===== config.mk =====
export PLATFORM = sky130hd
export DESIGN_NAME = load_store_unit
export DESIGN_NICKNAME = d
export VERILOG_FILES = /design/src/rtl/load_store_unit.sv
export SDC_FILE = /design/constraint.sdc
export NUM_CORES = 1
export LEC_CHECK = 0
export ABC_AREA = 1
export CAP_MARGIN = 0
export CORE_MARGIN = 2
export CORE_UTILIZATION = 44
export DETAILED_ROUTE_END_ITERATION = 16
export PLACE_DENSITY = 0.81
export SYNTH_ARGS = -nofsm -noshare
export SYNTH_HDL_FRONTEND = slang
export SYNTH_SLANG_ARGS = --single-unit

===== constraint.sdc =====
create_clock -name clk -period 2.6 [get_ports clk]
set_input_delay 0.52 -clock clk [delete_from_list [all_inputs] [get_ports clk]]
set_output_delay 0.52 -clock clk [all_outputs]
set_load 0.02 [all_outputs]

===== src/rtl/load_store_unit.sv =====
// Load/store unit: turns one execute-stage request at a time into word
// transactions on a single-port, word-only data memory. Sub-word stores use
// read-modify-write; sub-word loads are aligned and extended here.
//
// state | meaning
// IDLE  | waiting for a request, req_ready high
// READ  | word read issued to memory
// MERGE | read data valid: finish load, or write merged word for SB/SH
// WRITE | full-word store written directly (SW)
// FAULT | illegal/misaligned request reported, memory untouched
module load_store_unit #(
    parameter int XLEN = 32
) (
    input  logic            clk,
    input  logic            reset,
    input  logic            req_valid,
    output logic            req_ready,
    input  logic            req_is_load,
    input  logic            req_is_store,
    input  logic [2:0]      req_funct3,
    input  logic [XLEN-1:0] req_addr,
    input  logic [XLEN-1:0] req_wdata,
    output logic            resp_valid,
    output logic [XLEN-1:0] resp_rdata,
    output logic            resp_fault,
    output logic [XLEN-1:0] mem_address,
    output logic [XLEN-1:0] mem_WriteData,
    output logic            mem_WriteEnable,
    output logic            mem_MemRead,
    input  logic [XLEN-1:0] mem_ReadData
);

    typedef enum logic [2:0] {
        IDLE  = 3'd0,
        READ  = 3'd1,
        MERGE = 3'd2,
        WRITE = 3'd3,
        FAULT = 3'd4
    } state_t;

    state_t          state, state_next;
    logic [XLEN-1:0] addr_q;
    logic [XLEN-1:0] wdata_q;
    logic [2:0]      funct3_q;
    logic            is_load_q;

    logic            accept;
    logic            req_fault;
    logic            legal_kind;
    logic            legal_f3;
    logic            aligned;
    logic [XLEN-1:0] word_addr;
    logic [4:0]      lane_shift;
    logic [XLEN-1:0] shifted;
    logic [XLEN-1:0] load_data;
    logic [XLEN-1:0] merged;

    assign accept = req_valid && req_ready;

    // Legality of the incoming request, evaluated at acceptance only
    always_comb begin
        legal_kind = req_is_load ^ req_is_store;
        legal_f3   = 1'b0;
        if (req_is_load) begin
            legal_f3 = (req_funct3 == 3'b000) || (req_funct3 == 3'b001) ||
                       (req_funct3 == 3'b010) || (req_funct3 == 3'b100) ||
                       (req_funct3 == 3'b101);
        end else if (req_is_store) begin
            legal_f3 = (req_funct3 == 3'b000) || (req_funct3 == 3'b001) ||
                       (req_funct3 == 3'b010);
        end
        case (req_funct3[1:0])
            2'b01:   aligned = (req_addr[0] == 1'b0);
            2'b10:   aligned = (req_addr[1:0] == 2'b00);
            default: aligned = 1'b1;
        endcase
        req_fault = !legal_kind || !legal_f3 || !aligned;
    end

    // State register and request latch
    always_ff @(posedge clk) begin
        if (reset) begin
            state     <= IDLE;
            addr_q    <= '0;
            wdata_q   <= '0;
            funct3_q  <= 3'b000;
            is_load_q <= 1'b0;
        end else begin
            state <= state_next;
            if (accept) begin
                addr_q    <= req_addr;
                wdata_q   <= req_wdata;
                funct3_q  <= req_funct3;
                is_load_q <= req_is_load;
            end
        end
    end

    // Lane extraction for loads and lane replacement for sub-word stores
    always_comb begin
        word_addr  = {addr_q[XLEN-1:2], 2'b00};
        lane_shift = {addr_q[1:0], 3'b000};
        shifted    = mem_ReadData >> lane_shift;
        case (funct3_q)
            3'b000:  load_data = {{(XLEN-8){shifted[7]}}, shifted[7:0]};
            3'b001:  load_data = {{(XLEN-16){shifted[15]}}, shifted[15:0]};
            3'b100:  load_data = {{(XLEN-8){1'b0}}, shifted[7:0]};
            3'b101:  load_data = {{(XLEN-16){1'b0}}, shifted[15:0]};
            default: load_data = mem_ReadData;
        endcase
        if (funct3_q[1:0] == 2'b00) begin
            merged = (mem_ReadData & ~({{(XLEN-8){1'b0}}, 8'hFF} << lane_shift)) |
                     ({{(XLEN-8){1'b0}}, wdata_q[7:0]} << lane_shift);
        end else begin
            merged = (mem_ReadData & ~({{(XLEN-16){1'b0}}, 16'hFFFF} << lane_shift)) |
                     ({{(XLEN-16){1'b0}}, wdata_q[15:0]} << lane_shift);
        end
    end

    // Next-state and outputs; everything held quiet while reset is high
    always_comb begin
        state_next      = state;
        req_ready       = 1'b0;
        resp_valid      = 1'b0;
        resp_fault      = 1'b0;
        resp_rdata      = '0;
        mem_address     = '0;
        mem_WriteData   = '0;
        mem_WriteEnable = 1'b0;
        mem_MemRead     = 1'b0;
        if (!reset) begin
            case (state)
                IDLE: begin
                    req_ready = 1'b1;
                    if (req_valid) begin
                        if (req_fault)
                            state_next = FAULT;
                        else if (req_is_store && (req_funct3 == 3'b010))
                            state_next = WRITE;
                        else
                            state_next = READ;
                    end
                end
                READ: begin
                    mem_MemRead = 1'b1;
                    mem_address = word_addr;
                    state_next  = MERGE;
                end
                MERGE: begin
                    resp_valid = 1'b1;
                    state_next = IDLE;
                    if (is_load_q) begin
                        resp_rdata = load_data;
                    end else begin
                        mem_WriteEnable = 1'b1;
                        mem_address     = word_addr;
                        mem_WriteData   = merged;
                    end
                end
                WRITE: begin
                    mem_WriteEnable = 1'b1;
                    mem_address     = word_addr;
                    mem_WriteData   = wdata_q;
                    resp_valid      = 1'b1;
                    state_next      = IDLE;
                end
                FAULT: begin
                    resp_valid = 1'b1;
                    resp_fault = 1'b1;
                    state_next = IDLE;
                end
                default: state_next = IDLE;
            endcase
        end
    end

endmodule


==> results of run 1 <==
-- registers in the layout (all words and copies together), names as in the netlist --
name,cells
addr_q,32
funct3_q,3
is_load_q,1
state,3
wdata_q,32
-- where the power goes --
part	switching [W]	internal, W	total, W
logic	0.000474	0.000388	0.000862
registers	0.0000446	0.00118	0.00122
clock network	0.000457	0.000822	0.00128
total	0.000975	0.00239	0.00336
-- timing repair --
action | CTS | global route
gates cloned | 0 | 0
hold endpoints to repair | 0 | 0
resized for setup | 100 | 117
setup endpoints to repair | 92 | 71
pin swaps | 0 | 0
buffers inserted | 0 | 0
-- metal layers --
layer | track usage [%] | up-vias
met3 | 8.11 | 27
met5 | 0 | -
met1 | 35.6 | 2787
met2 | 43.0 | 284
li1 | - | 3210
met4 | 9.79 | 0
-- worst max path at each step --
stage | to | slack, ps | from
final | resp_rdata[21] | 40 | mem_ReadData[15]
after global routing | resp_rdata[21] | -60 | mem_ReadData[23]
after CTS | resp_rdata[24] | 3 | mem_ReadData[23]
after detailed placement | resp_rdata[21] | -410 | mem_ReadData[23]
after global placement | resp_rdata[22] | -370 | mem_ReadData[23]
after floorplan | mem_WriteData[20] | 310 | addr_q[0]$_SDFFE_PP0P_
-- final cells by class --
class	instances	share of cell area [%]
inverters	69	3.48
clock inverters	4	0.682
flip-flops and latches	71	18.9
well taps	143	2.38
clock buffers	12	3.54
repair buffers	257	30.1
multi-input cells	664	40.9
-- metrics by stage --
stage | setup TNS (ps) | worst slack (ps) | cells | hold slack [ps]
floorplan | 0 | 315 | 865 | 456
global placement | -11340 | -366 | 1204 | 469
detailed placement | -12080 | -410 | 1204 | 473
CTS | 0 | 2.69 | 1220 | 484
global route | -60.7 | -60.7 | 1220 | 492
finish | 0 | 38.7 | 1220 | 483
-- worst min-delay path, stage by stage (launching register included) --
cell and delay, ps:
dfxtp_1 310, nand2_1 50, o21ai_0 70
-- placed cells by master (no fill, tap or decap), types with 4 or more instances in the layout --
master,n
a21oi_1,74
a22oi_1,8
buf_12,7
buf_4,49
clkbuf_16,9
clkbuf_2,48
clkdlybuf4s15_1,13
clkdlybuf4s50_1,107
dfxtp_1,71
dlygate4sd2_1,21
dlymetal6s2s_1,7
ha_1,6
inv_1,60
inv_2,7
nand2_1,218
nand3_1,21
nor2_1,151
nor2_2,4
o21a_1,8
o21ai_0,129
o21ai_1,4
o22ai_1,8
o31ai_1,17
-- logic make-up after synthesis --
logic type	synth area share, %
AO/OA/AOI/OAI	26.7
adder cells (fa/ha/maj)	1.73
buffers and inverters	11.6
flip-flops	28.0
other	0.0740
AND/OR/NAND/NOR	31.9
==> PnR_summary.wiki, run 1 <==
{| class="wikitable"
! Metric !! Value
|-
| Status || finished, final reports clean
|-
| Total Routed Length || approximately 17,000 µm
|-
| Class of the most critical setup path || input port to primary output
|-
| Number of vias per cell || between 5 and 6
|-
| Fraction of final layout cells sized beyond drive strength 1 || between 10% and 20%
|-
| Timing-limited maximum frequency || roughly 400 MHz
|-
| Synth-to-Final Area Change || 48.4%
|-
| Maximum number of buffers from clock root to sink || 2
|-
| Area taken by multi-input logic gates || 3080 µm²
|-
| HPWL after detailed placement || between 10,000 and 15,000 µm
|-
| Fillers || around 1,100
|-
| Number of hold-slack violations in the final timing report || 0
|-
| Buffers & Inverters on Critical Path || 3
|-
| H-tree level count || 3
|-
| Number of cells on the critical path || 10
|-
| Fraction of post-synthesis cell area in the top cell type by area || between 20 and 30%
|-
| Critical Path Max Stage Delay || between 500 and 600 ps
|-
| Clock tree from TritonCTS || done
|-
| Final number of max-transition violations || 0
|-
| Post-layout net count || between 1,000 and 1,500
|-
| Placed Instance Area || ~7400 µm²
|-
| Cells on Worst Hold Path || 2
|-
| First-pass DRT Iterations || 5
|-
| Floorplan row count || 39
|-
| Power density over the cells || around 450 nW/µm²
|-
| Worst EP arrival || 2040 ps
|-
| Sort of element at the end of the critical path || primary output
|-
| Leading post-synthesis cells by instance count || nand2_1, nor2_1, o21ai_0
|-
| Worst supply voltage drop on vdd || 0.353 mV
|-
| Number of antenna violations at the first check in global routing || 0
|-
| Largest area contributor in the synthesized netlist || dfxtp_1
|-
| Launching point of the worst reg2reg path || state[0]$_SDFFE_PP0P_
|-
| Family with the most delay on the worst path || buffers and inverters
|-
| Detailed-route DRC error count || 0
|-
| Number of synthesized flops with an enable pin || 0
|-
| Global Route Usage Sum || between 20% and 30%
|-
| Width of the die || 111 µm
|-
| Number of CTS-inserted buffers || 9
|-
| Global route overflow || 0
|-
| Startpoint class of the critical path || input port
|-
| Uppermost layer routed || met4
|-
| Layout Skew || between 9 and 10 ps
|-
| Library cell appearing most often on the critical path || nand2_1
|-
| Amount of wire on met3 after detailed routing || 1860 µm
|-
| Die extent in y || ~110 µm
|-
| Count of cell types in the netlist || 31
|-
| Worst-case reg-to-reg path depth || 6
|-
| Mapped cell area || 5070 µm²
|-
| Clock slew seen by the registers of the worst setup and hold paths || approximately 60 ps
|-
| Sum of internal, switching and leakage power || 0.00336 W
|-
| Placeable core region || 11,300 µm²
|-
| Number of global-route vias before repair || around 5,700
|-
| Register Area || around 1400 µm²
|-
| Worst path required time || 2080 ps
|-
| Initial core utilization || around 45%
|-
| Final standard cell area without fillers || 7520 µm²
|-
| Most numerous cell in the Yosys netlist || nand2_1
|-
| Highest-delay cell along the critical path || clkdlybuf4s50_1
|-
| Sequential area share after synthesis || approximately 28%
|-
| Flip-flop and latch count after synthesis || between 70 and 80
|-
| WL/cell || ~14 µm
|-
| Crit share post-route || a little over nine tenths
|-
| Static Leakage || about 3.4 nW
|-
| Boundary Pins || 205
|-
| Antenna diode instance count || 0
|-
| Gpl congestion || between 0.9 and 1
|-
| Clk Tree Root Cell || clkbuf_16
|-
| Syn_area_per_cell || roughly 5.9 µm²
|-
| Routed length on met2 || roughly 7700 µm
|-
| Buffers added on ports || about 200
|-
| Biggest fanout along the worst timing path || 16
|-
| Warnings from Yosys || 0
|-
| Wire length of the first global-routing pass || between 20,000 and 30,000 µm
|-
| Worst path cell trace || clkdlybuf4s50_1 > inv_1 > nand2_1 > nand3_1 > nand2_1 > nand2_1 > nand3_2 > nand2_4 > nor2_1 > clkdlybuf4s15_2
|-
| Number of vias in the routed layout || ~6,300
|-
| Path category of the worst min-delay check || flip-flop to flip-flop
|-
| Pin count of the biggest net entering global routing || 67
|-
| Destination of the worst register-to-register timing path || wdata_q[1]$_SDFFE_PP0P_
|-
| Final count of negative-setup-slack endpoints || 0
|-
| Setup repair after global routing missed its margin || true
|-
| Clock latency reported for the late side of the worst-skew pair || 330 ps
|-
| Setup slack, reg-to-reg || around 1100 ps
|-
| Post-synthesis async set-or-reset flop share || 0%
|-
| Sink of the worst hold path || wdata_q[25]$_SDFFE_PP0P_
|-
| Main area contributors after synthesis || dfxtp_1, nand2_1, o21ai_0
|-
| Cells after synthesis || about 860
|-
| Post-route ant nets || 0
|-
| CTS Hold Bufs || 0
|-
| Clock tree sinks || 71
|-
| Hold Crit Start || wdata_q[25]$_SDFFE_PP0P_
|-
| DIE AREA || between 10,000 and 15,000 µm²
|-
| Utilization after layout || between 60 and 70%
|-
| Max-cap check violation count || 0
|-
| Main synth FF type || dfxtp_1
|-
| Starting DRT DRC Count || 510
|-
| Final min period || about 2600 ps
|-
| Wl on met1 || roughly 7500 µm
|}
(Power assumes the default switching activity.)
==> inputs of run 2 (changes only) <==
--- a/config.mk
+++ b/config.mk
@@ -7,9 +7,11 @@
 export LEC_CHECK = 0
 export ABC_AREA = 1
 export CAP_MARGIN = 0
+export CORE_ASPECT_RATIO = 1.5
 export CORE_MARGIN = 2
 export CORE_UTILIZATION = 44
 export DETAILED_ROUTE_END_ITERATION = 16
+export GPL_ROUTABILITY_DRIVEN = 1
 export PLACE_DENSITY = 0.81
 export SYNTH_ARGS = -nofsm -noshare
 export SYNTH_HDL_FRONTEND = slang
==> run 2 against run 1 <==
Net effect:
- non-clock buffer count grew 9
- clock-buffer cell count fell by 3
- final cell count grew 1.5%
- combinational power rose by 4.3%
- largest power group is now sequential cells
- sequential cell count did not move
==> PnR_summary.wiki, run 2 (synthesis gave the netlist of run 1 again) <==
{| class="wikitable"
! Metric !! Value
|-
| Worst-case reg-to-reg path depth || 7 (was 6)
|-
| Critical Path Max Stage Delay || 360 ps (was 530 ps)
|-
| Final count of negative-setup-slack endpoints || 0 (unchanged)
|-
| Final standard cell area without fillers || 7640 µm² (was 7520 µm²)
|-
| Clk Tree Root Cell || clkbuf_16 (unchanged)
|-
| Sum of internal, switching and leakage power || 0.00334 W (was 0.00336 W)
|-
| Setup slack, reg-to-reg || 1020 ps (was 1110 ps)
|-
| Number of vias in the routed layout || 6,421 (was 6,308)
|-
| Fillers || 1,055 (was 1,088)
|-
| Sort of element at the end of the critical path || primary output (unchanged)
|-
| Clock latency reported for the late side of the worst-skew pair || 330 ps (about the same)
|-
| Number of hold-slack violations in the final timing report || 0 (unchanged)
|-
| Number of antenna violations at the first check in global routing || 2 (was 0)
|-
| Detailed-route DRC error count || 0 (unchanged)
|-
| Placed Instance Area || 7560 µm² (was 7440 µm²)
|-
| HPWL after detailed placement || 14,100 µm (was 13,500 µm)
|-
| Area taken by multi-input logic gates || 3100 µm² (was 3080 µm²)
|-
| Synth-to-Final Area Change || 50.8% (was 48.4%)
|-
| Wire length of the first global-routing pass || 28,900 µm (was 28,000 µm)
|-
| Worst path cell trace || inv_2 > buf_4 > buf_12 > nand2_1 > o22ai_1 > a22oi_1 > nor2_1 > dlygate4sd2_1 (was clkdlybuf4s50_1 > inv_1 > nand2_1 > nand3_1 > nand2_1 > nand2_1 > nand3_2 > nand2_4 > nor2_1 > clkdlybuf4s15_2)
|-
| Worst supply voltage drop on vdd || 0.600 mV (was 0.353 mV)
|-
| Biggest fanout along the worst timing path || 10 (was 16)
|-
| Clock tree from TritonCTS || done (unchanged)
|-
| Buffers added on ports || 202 (unchanged)
|-
| Final number of max-transition violations || 0 (unchanged)
|-
| Worst EP arrival || 2050 ps (was 2040 ps)
|-
| Fraction of final layout cells sized beyond drive strength 1 || 13.9% (about the same)
|-
| Clock slew seen by the registers of the worst setup and hold paths || 60 ps (about the same)
|-
| Worst setup startpoint || addr_q[0]$_SDFFE_PP0P_ (was mem_ReadData[15])
|-
| H-tree level count || 3 (unchanged)
|-
| Clock tree sinks || 71 (unchanged)
|-
| DIE AREA || 12,400 µm² (about the same)
|-
| Highest-delay cell along the critical path || dlygate4sd2_1 (was clkdlybuf4s50_1)
|-
| WL/cell || 14.7 µm (was 14.3 µm)
|-
| Initial core utilization || 44.7% (was 44.8%)
|-
| Startpoint class of the critical path || flip-flop (was input port)
|-
| Placed Cells incl. Taps || 1,220 (was 1,204)
|-
| Global route overflow || 0 (unchanged)
|-
| Boundary Pins || 205 (unchanged)
|-
| First-pass DRT Iterations || 5 (unchanged)
|-
| Crit share post-route || 98.9% (was 98.5%)
|-
| Launching point of the worst reg2reg path || state[2]$_SDFFE_PP0P_ (was state[0]$_SDFFE_PP0P_)
|-
| Number of vias per cell || 5.19 (was 5.17)
|-
| Gpl congestion || 0.927 (was 0.926)
|-
| End of the critical path || mem_WriteData[3] (was resp_rdata[21])
|-
| Register Area || 1420 µm² (about the same)
|-
| Post-layout net count || 1,192 (was 1,183)
|-
| Width of the die || 91.6 µm (was 111 µm)
|-
| Global Route Usage Sum || 28.8% (was 27.3%)
|-
| Setup repair after global routing missed its margin || true (unchanged)
|-
| Pin count of the biggest net entering global routing || 72 (was 67)
|-
| Worst slack after detailed placement || -393 ps (was -410 ps)
|-
| Top library cells by usage in the layout, fill and taps aside || nand2_1, nor2_1, o21ai_0 (unchanged)
|-
| Number of global-route vias before repair || 6,040 (was 5,721)
|-
| Final min period || 2570 ps (was 2560 ps)
|-
| Floorplan row count || 48 (was 39)
|-
| Placeable core region || 11,400 µm² (was 11,300 µm²)
|-
| Max-cap check violation count || 0 (unchanged)
|-
| Fin cells || 1,238 (was 1,220)
|-
| Class of the most critical setup path || flip-flop to primary output (was input port to primary output)
|-
| CTS Hold Bufs || 0 (unchanged)
|-
| Worst path required time || 2080 ps (about the same)
|-
| Maximum number of buffers from clock root to sink || 2 (unchanged)
|-
| Largest registers || addr_q x32, wdata_q x32 (unchanged)
|-
| Path category of the worst min-delay check || flip-flop to flip-flop (unchanged)
|-
| Post-route ant nets || 0 (unchanged)
|-
| Post-CTS setup buffer count || 0 (unchanged)
|-
| Post-Route Setup TNS || 0 ps (unchanged)
|-
| Power density over the cells || 437 nW/µm² (was 447 nW/µm²)
|-
| Most common library cell in the layout ignoring fill and taps || nand2_1 (unchanged)
|-
| Die extent in y || 135 µm (was 111 µm)
|-
| Number of CTS-inserted buffers || 9 (unchanged)
|-
| Worst setup margin || 28.2 ps (was 38.7 ps)
|-
| Starting DRT DRC Count || 376 (was 510)
|-
| Timing-limited maximum frequency || 389 MHz (was 390 MHz)
|-
| Layout Skew || 6.54 ps (was 9.02 ps)
|-
| Total Routed Length || 18,200 µm (was 17,500 µm)
|-
| Destination of the worst register-to-register timing path || wdata_q[10]$_SDFFE_PP0P_ (was wdata_q[1]$_SDFFE_PP0P_)
|-
| Status || finished, final reports clean (unchanged)
|-
| Static Leakage || 3.45 nW (was 3.44 nW)
|}
-- run 2: cell types whose count changed in the layout (fill, tap and decap cells not counted), sizes merged, moves of 7 or more --
| cell | previous run | this run |
|---|---|---|
| buf | 59 | 75 |
| clkbuf | 60 | 39 |
| clkdlybuf4s15 | 15 | 7 |
| dlygate4sd2 | 21 | 47 |
| dlymetal6s2s | 7 | 0 |
-- run 2: per-layer routing --
| metal | part of all wire [%] | global-route usage (%) | vias to the layer above | wire, µm |
|---|---|---|---|---|
| met5 | 0 | 0 | - | 0 |
| met4 | 4.2 | 14.9 | 0 | 771 |
| met3 | 7.1 | 5.34 | 44 | 1290 |
| met2 | 49 | 50.3 | 286 | 8980 |
| met1 | 39 | 33.3 | 2858 | 7160 |
| li1 | - | - | 3233 | - |
-- run 2: timing repair --
item,CTS,global route
endpoints found under the setup margin,93,47
gates resized for setup,123,78
hold endpoints to repair,0,0
-- run 2: area by class of cell --
type	count	share of cell area, %
Multi-Input combinational cell	664	40.6
Timing Repair Buffer	266	31.0
Sequential cell	71	18.6
Inverter	69	3.39
Clock buffer	9	2.95
Tap cell	150	2.46
Clock inverter	7	0.949
Antenna cell	2	0.0655
-- run 2: power breakdown --
part	total (W)	internal [W]	leakage, nW	switching, W
Combinational	0.000899	0.000408	2.73	0.000491
Clock	0.00122	0.000743	0.142	0.000476
Sequential	0.00122	0.00118	0.586	0.0000422
-- run 2: metrics by stage --
stage / util (%) / hold slack [ps]
floorplan: - / 456
global placement: 66.6 / 469
detailed placement: 66.6 / 474
CTS: 68.5 / 486
global route: 67.3 / 501
finish: 67.3 / 481
-- run 2: critical path: cells and delay by family, from the launching register on --
| family | cells | cell delay (ps) |
|---|---|---|
| buf+inv | 4 | 680 |
| simple gates | 2 | 410 |
| flops | 1 | 310 |
| compound gates | 2 | 310 |
-- run 2: worst min-delay path by stage --
| stage | from | end | slack, ps | cells past startpoint |
|---|---|---|---|---|
| after floorplan | wdata_q[16]$_SDFFE_PP0P_ | wdata_q[16]$_SDFFE_PP0P_ | 460 | 2 |
| after global placement | wdata_q[26]$_SDFFE_PP0P_ | wdata_q[26]$_SDFFE_PP0P_ | 470 | 2 |
| after detailed placement | wdata_q[25]$_SDFFE_PP0P_ | wdata_q[25]$_SDFFE_PP0P_ | 470 | 2 |
| after CTS | wdata_q[29]$_SDFFE_PP0P_ | wdata_q[29]$_SDFFE_PP0P_ | 490 | 2 |
| after global routing | wdata_q[26]$_SDFFE_PP0P_ | wdata_q[26]$_SDFFE_PP0P_ | 500 | 2 |
| final | wdata_q[25]$_SDFFE_PP0P_ | wdata_q[25]$_SDFFE_PP0P_ | 480 | 2 |
==> inputs of run 3 (changes only) <==
--- a/config.mk
+++ b/config.mk
@@ -7,12 +7,15 @@
 export LEC_CHECK = 0
 export ABC_AREA = 1
 export CAP_MARGIN = 0
+export CELL_PAD_IN_SITES_DETAIL_PLACEMENT = 0
+export CELL_PAD_IN_SITES_GLOBAL_PLACEMENT = 2
 export CORE_ASPECT_RATIO = 1.5
 export CORE_MARGIN = 2
-export CORE_UTILIZATION = 44
+export CORE_UTILIZATION = 21
 export DETAILED_ROUTE_END_ITERATION = 16
 export GPL_ROUTABILITY_DRIVEN = 1
-export PLACE_DENSITY = 0.81
+export PLACE_DENSITY_LB_ADDON = 0.1
 export SYNTH_ARGS = -nofsm -noshare
 export SYNTH_HDL_FRONTEND = slang
 export SYNTH_SLANG_ARGS = --single-unit
+export TNS_END_PERCENT = 20
==> run 3 against run 2 <==
Net effect:
- die area is 100% higher
- core utilization shrank 33 points
- sequential cell count did not move
- design area up 5.3%
- first-iteration DRC count fell by 29%
- wire length rose by 24%
- critical path type is now input port to primary output
==> PnR_summary.wiki, run 3 (synthesis gave the netlist of run 1 again) <==
{| class="wikitable"
! Metric !! Value
|-
| Status || finished, final reports clean (unchanged)
|-
| Post-CTS setup buffer count || 0 (unchanged)
|-
| Clock latency reported for the late side of the worst-skew pair || 330 ps (about the same)
|-
| Smallest hold slack || 480 ps (was 481 ps)
|-
| End of the critical path || resp_rdata[9] (was mem_WriteData[3])
|-
| Critical Path Max Stage Delay || 530 ps (was 360 ps)
|-
| Largest registers || addr_q x32, wdata_q x32 (unchanged)
|-
| Fraction of final layout cells sized beyond drive strength 1 || 15.2% (was 13.9%)
|-
| HPWL after detailed placement || 17,700 µm (was 14,100 µm)
|-
| Library cell appearing most often on the critical path || nand2_1
|-
| Layout Skew || 11.3 ps (was 6.54 ps)
|-
| Power share of the combinational group || 26.9% (about the same)
|-
| Initial core utilization || 21.4% (was 44.7%)
|-
| WL/cell || 16.0 µm (was 14.7 µm)
|-
| Final min period || 2560 ps (was 2570 ps)
|-
| Final number of max-transition violations || 0 (unchanged)
|-
| Worst setup startpoint || mem_ReadData[31] (was addr_q[0]$_SDFFE_PP0P_)
|-
| Boundary Pins || 205 (unchanged)
|-
| Number of antenna violations at the first check in global routing || 2 (unchanged)
|-
| Static Leakage || 3.62 nW (was 3.45 nW)
|-
| Setup slack, reg-to-reg || 1070 ps (was 1020 ps)
|-
| Pin count of the biggest net entering global routing || 47 (was 72)
|-
| DIE AREA || 25,400 µm² (was 12,400 µm²)
|-
| Net switching power of the design || 0.00105 W (was 0.00101 W)
|-
| Destination of the worst register-to-register timing path || wdata_q[4]$_SDFFE_PP0P_ (was wdata_q[10]$_SDFFE_PP0P_)
|-
| First-pass DRT Iterations || 5 (unchanged)
|-
| Placeable core region || 23,700 µm² (was 11,400 µm²)
|-
| Floorplan row count || 69 (was 48)
|-
| Starting DRT DRC Count || 268 (was 376)
|-
| Worst EP arrival || 2040 ps (was 2050 ps)
|-
| Fin cells || 1,412 (was 1,238)
|-
| Launching point of the worst reg2reg path || state[2]$_SDFFE_PP0P_ (unchanged)
|-
| Number of vias per cell || 4.35 (was 5.19)
|-
| Number of vias in the routed layout || 6,148 (was 6,421)
|-
| Number of global-route vias before repair || 6,114 (was 6,040)
|-
| Clock tree sinks || 71 (unchanged)
|-
| Switching portion of total power || 30.0% (was 30.2%)
|-
| Placed Cells incl. Taps || 1,395 (was 1,220)
|-
| Cell internal power dissipation || 0.00245 W (was 0.00233 W)
|-
| Crit share post-route || 98.3% (was 98.9%)
|-
| Die extent in y || 194 µm (was 135 µm)
|-
| Highest-delay cell along the critical path || clkdlybuf4s50_1 (was dlygate4sd2_1)
|-
| Clock slew seen by the registers of the worst setup and hold paths || 50 ps (was 60 ps)
|-
| Worst path cell trace || clkdlybuf4s50_1 > nand2_1 > nand3_1 > nand3_2 > nand2_1 > buf_12 > a21oi_1 > nor2_1 > dlygate4sd2_1 (was inv_2 > buf_4 > buf_12 > nand2_1 > o22ai_1 > a22oi_1 > nor2_1 > dlygate4sd2_1)
|-
| Wire length of the first global-routing pass || 34,900 µm (was 28,900 µm)
|-
| Maximum number of buffers from clock root to sink || 2 (unchanged)
|-
| Max-cap check violation count || 0 (unchanged)
|-
| Biggest fanout along the worst timing path || 7 (was 10)
|-
| Width of the die || 131 µm (was 91.6 µm)
|-
| H-tree level count || 3 (unchanged)
|-
| Most common library cell in the layout ignoring fill and taps || nand2_1 (unchanged)
|-
| Clock tree from TritonCTS || done (unchanged)
|-
| Post-layout net count || 1,198 (was 1,192)
|-
| Worst supply voltage drop on vdd || 0.286 mV (was 0.600 mV)
|-
| Setup repair after global routing missed its margin || true (unchanged)
|-
| Global route overflow || 0 (unchanged)
|-
| Worst path required time || 2080 ps (about the same)
|-
| Path category of the worst min-delay check || flip-flop to flip-flop (unchanged)
|-
| Class of the most critical setup path || input port to primary output (was flip-flop to primary output)
|-
| Buffers added on ports || 202 (unchanged)
|-
| Sort of element at the end of the critical path || primary output (unchanged)
|-
| Top library cells by usage in the layout, fill and taps aside || nand2_1, nor2_1, o21ai_0 (unchanged)
|-
| Detailed-route DRC error count || 0 (unchanged)
|-
| Gpl congestion || 0.806 (was 0.927)
|-
| Number of hold-slack violations in the final timing report || 0 (unchanged)
|-
| Clk Tree Root Cell || clkbuf_16 (unchanged)
|-
| Number of CTS-inserted buffers || 9 (unchanged)
|-
| Startpoint class of the critical path || input port (was flip-flop)
|-
| Power density over the cells || 435 nW/µm² (was 437 nW/µm²)
|-
| Timing-limited maximum frequency || 391 MHz (was 389 MHz)
|-
| Worst-case reg-to-reg path depth || 8 (was 7)
|-
| Final count of negative-setup-slack endpoints || 0 (unchanged)
|-
| Total Routed Length || 22,500 µm (was 18,200 µm)
|-
| Global Route Usage Sum || 17.6% (was 28.8%)
|-
| Synth-to-Final Area Change || 58.8% (was 50.8%)
|-
| Proportion of power drawn by the clock network || 38.3% (was 36.5%)
|-
| Post-route ant nets || 0 (unchanged)
|-
| Sequential share of power || 34.8% (was 36.5%)
|}
==> run 3: power groups by stage <==
| stage | clock, W | combinational (W) | sequential [W] |
|---|---|---|---|
| 6_report | 0.00134 | 0.000942 | 0.00122 |
| 4_1_cts | 0.00138 | 0.000951 | 0.00122 |
| 5_1_grt | 0.00142 | 0.00105 | 0.00123 |
| 3_5_place_dp | 0 | 0.000942 | 0.00124 |
| 3_3_place_gp | 0 | 0.000947 | 0.00124 |
| 2_1_floorplan | 0 | 0.000485 | 0.00123 |
==> run 3: worst min path at each step <==
stage	from	to	slack [ps]	cells past startpoint
after floorplan	wdata_q[16]$_SDFFE_PP0P_	wdata_q[16]$_SDFFE_PP0P_	460	2
after global placement	wdata_q[23]$_SDFFE_PP0P_	wdata_q[23]$_SDFFE_PP0P_	470	2
after detailed placement	wdata_q[24]$_SDFFE_PP0P_	wdata_q[24]$_SDFFE_PP0P_	470	2
after CTS	wdata_q[24]$_SDFFE_PP0P_	wdata_q[24]$_SDFFE_PP0P_	480	2
after global routing	wdata_q[31]$_SDFFE_PP0P_	wdata_q[31]$_SDFFE_PP0P_	500	2
final	wdata_q[24]$_SDFFE_PP0P_	wdata_q[24]$_SDFFE_PP0P_	480	2
==> run 3: repair_timing <==
action,in CTS,in global routing
hold buffers,0,0
setup endpoints to repair,93,62
gates resized for setup,156,80
endpoints found under the hold margin,0,0
==> run 3: final cells by class <==
type	count	area, µm²
multi-input cells	664	3110
clock buffers	9	225
fillers	2684	15700
inverters	69	264
clock inverters	7	95.1
well taps	319	399
repair buffers	272	2530
flip-flops and latches	71	1420
diodes	1	2.50
==> run 3: worst max-delay path: cells and delay by family <==
family                 cells  cell delay (ps)
buffers and inverters      3             1010
and+or+nand+nor            5              470
AOI/OAI and AO/OA          1               40
==> run 3: through the flow <==
stage | setup slack [ps] | setup TNS (ps) | util (%) | total power, W | area [µm²]
floorplan | 315 | 0 | - | 0.00172 | 5070
global route | -114 | -663 | 33.9 | 0.00370 | 8050
detailed placement | -346 | -12910 | 33.2 | 0.00218 | 7880
global placement | -301 | -12440 | 33.2 | 0.00219 | 7880
CTS | -261 | -1620 | 34.3 | 0.00355 | 8150
finish | 44.2 | 0 | 33.9 | 0.00350 | 8050
==> run 3: routing by layer <==
layer | share of wire, % | vias to the layer above | global-route usage, %
li1 | - | 3240 | -
met1 | 43 | 2724 | 21.8
met2 | 49 | 164 | 30.8
met3 | 5.8 | 18 | 3.80
met4 | 1.6 | 2 | 4.06
met5 | 0.058 | - | 0
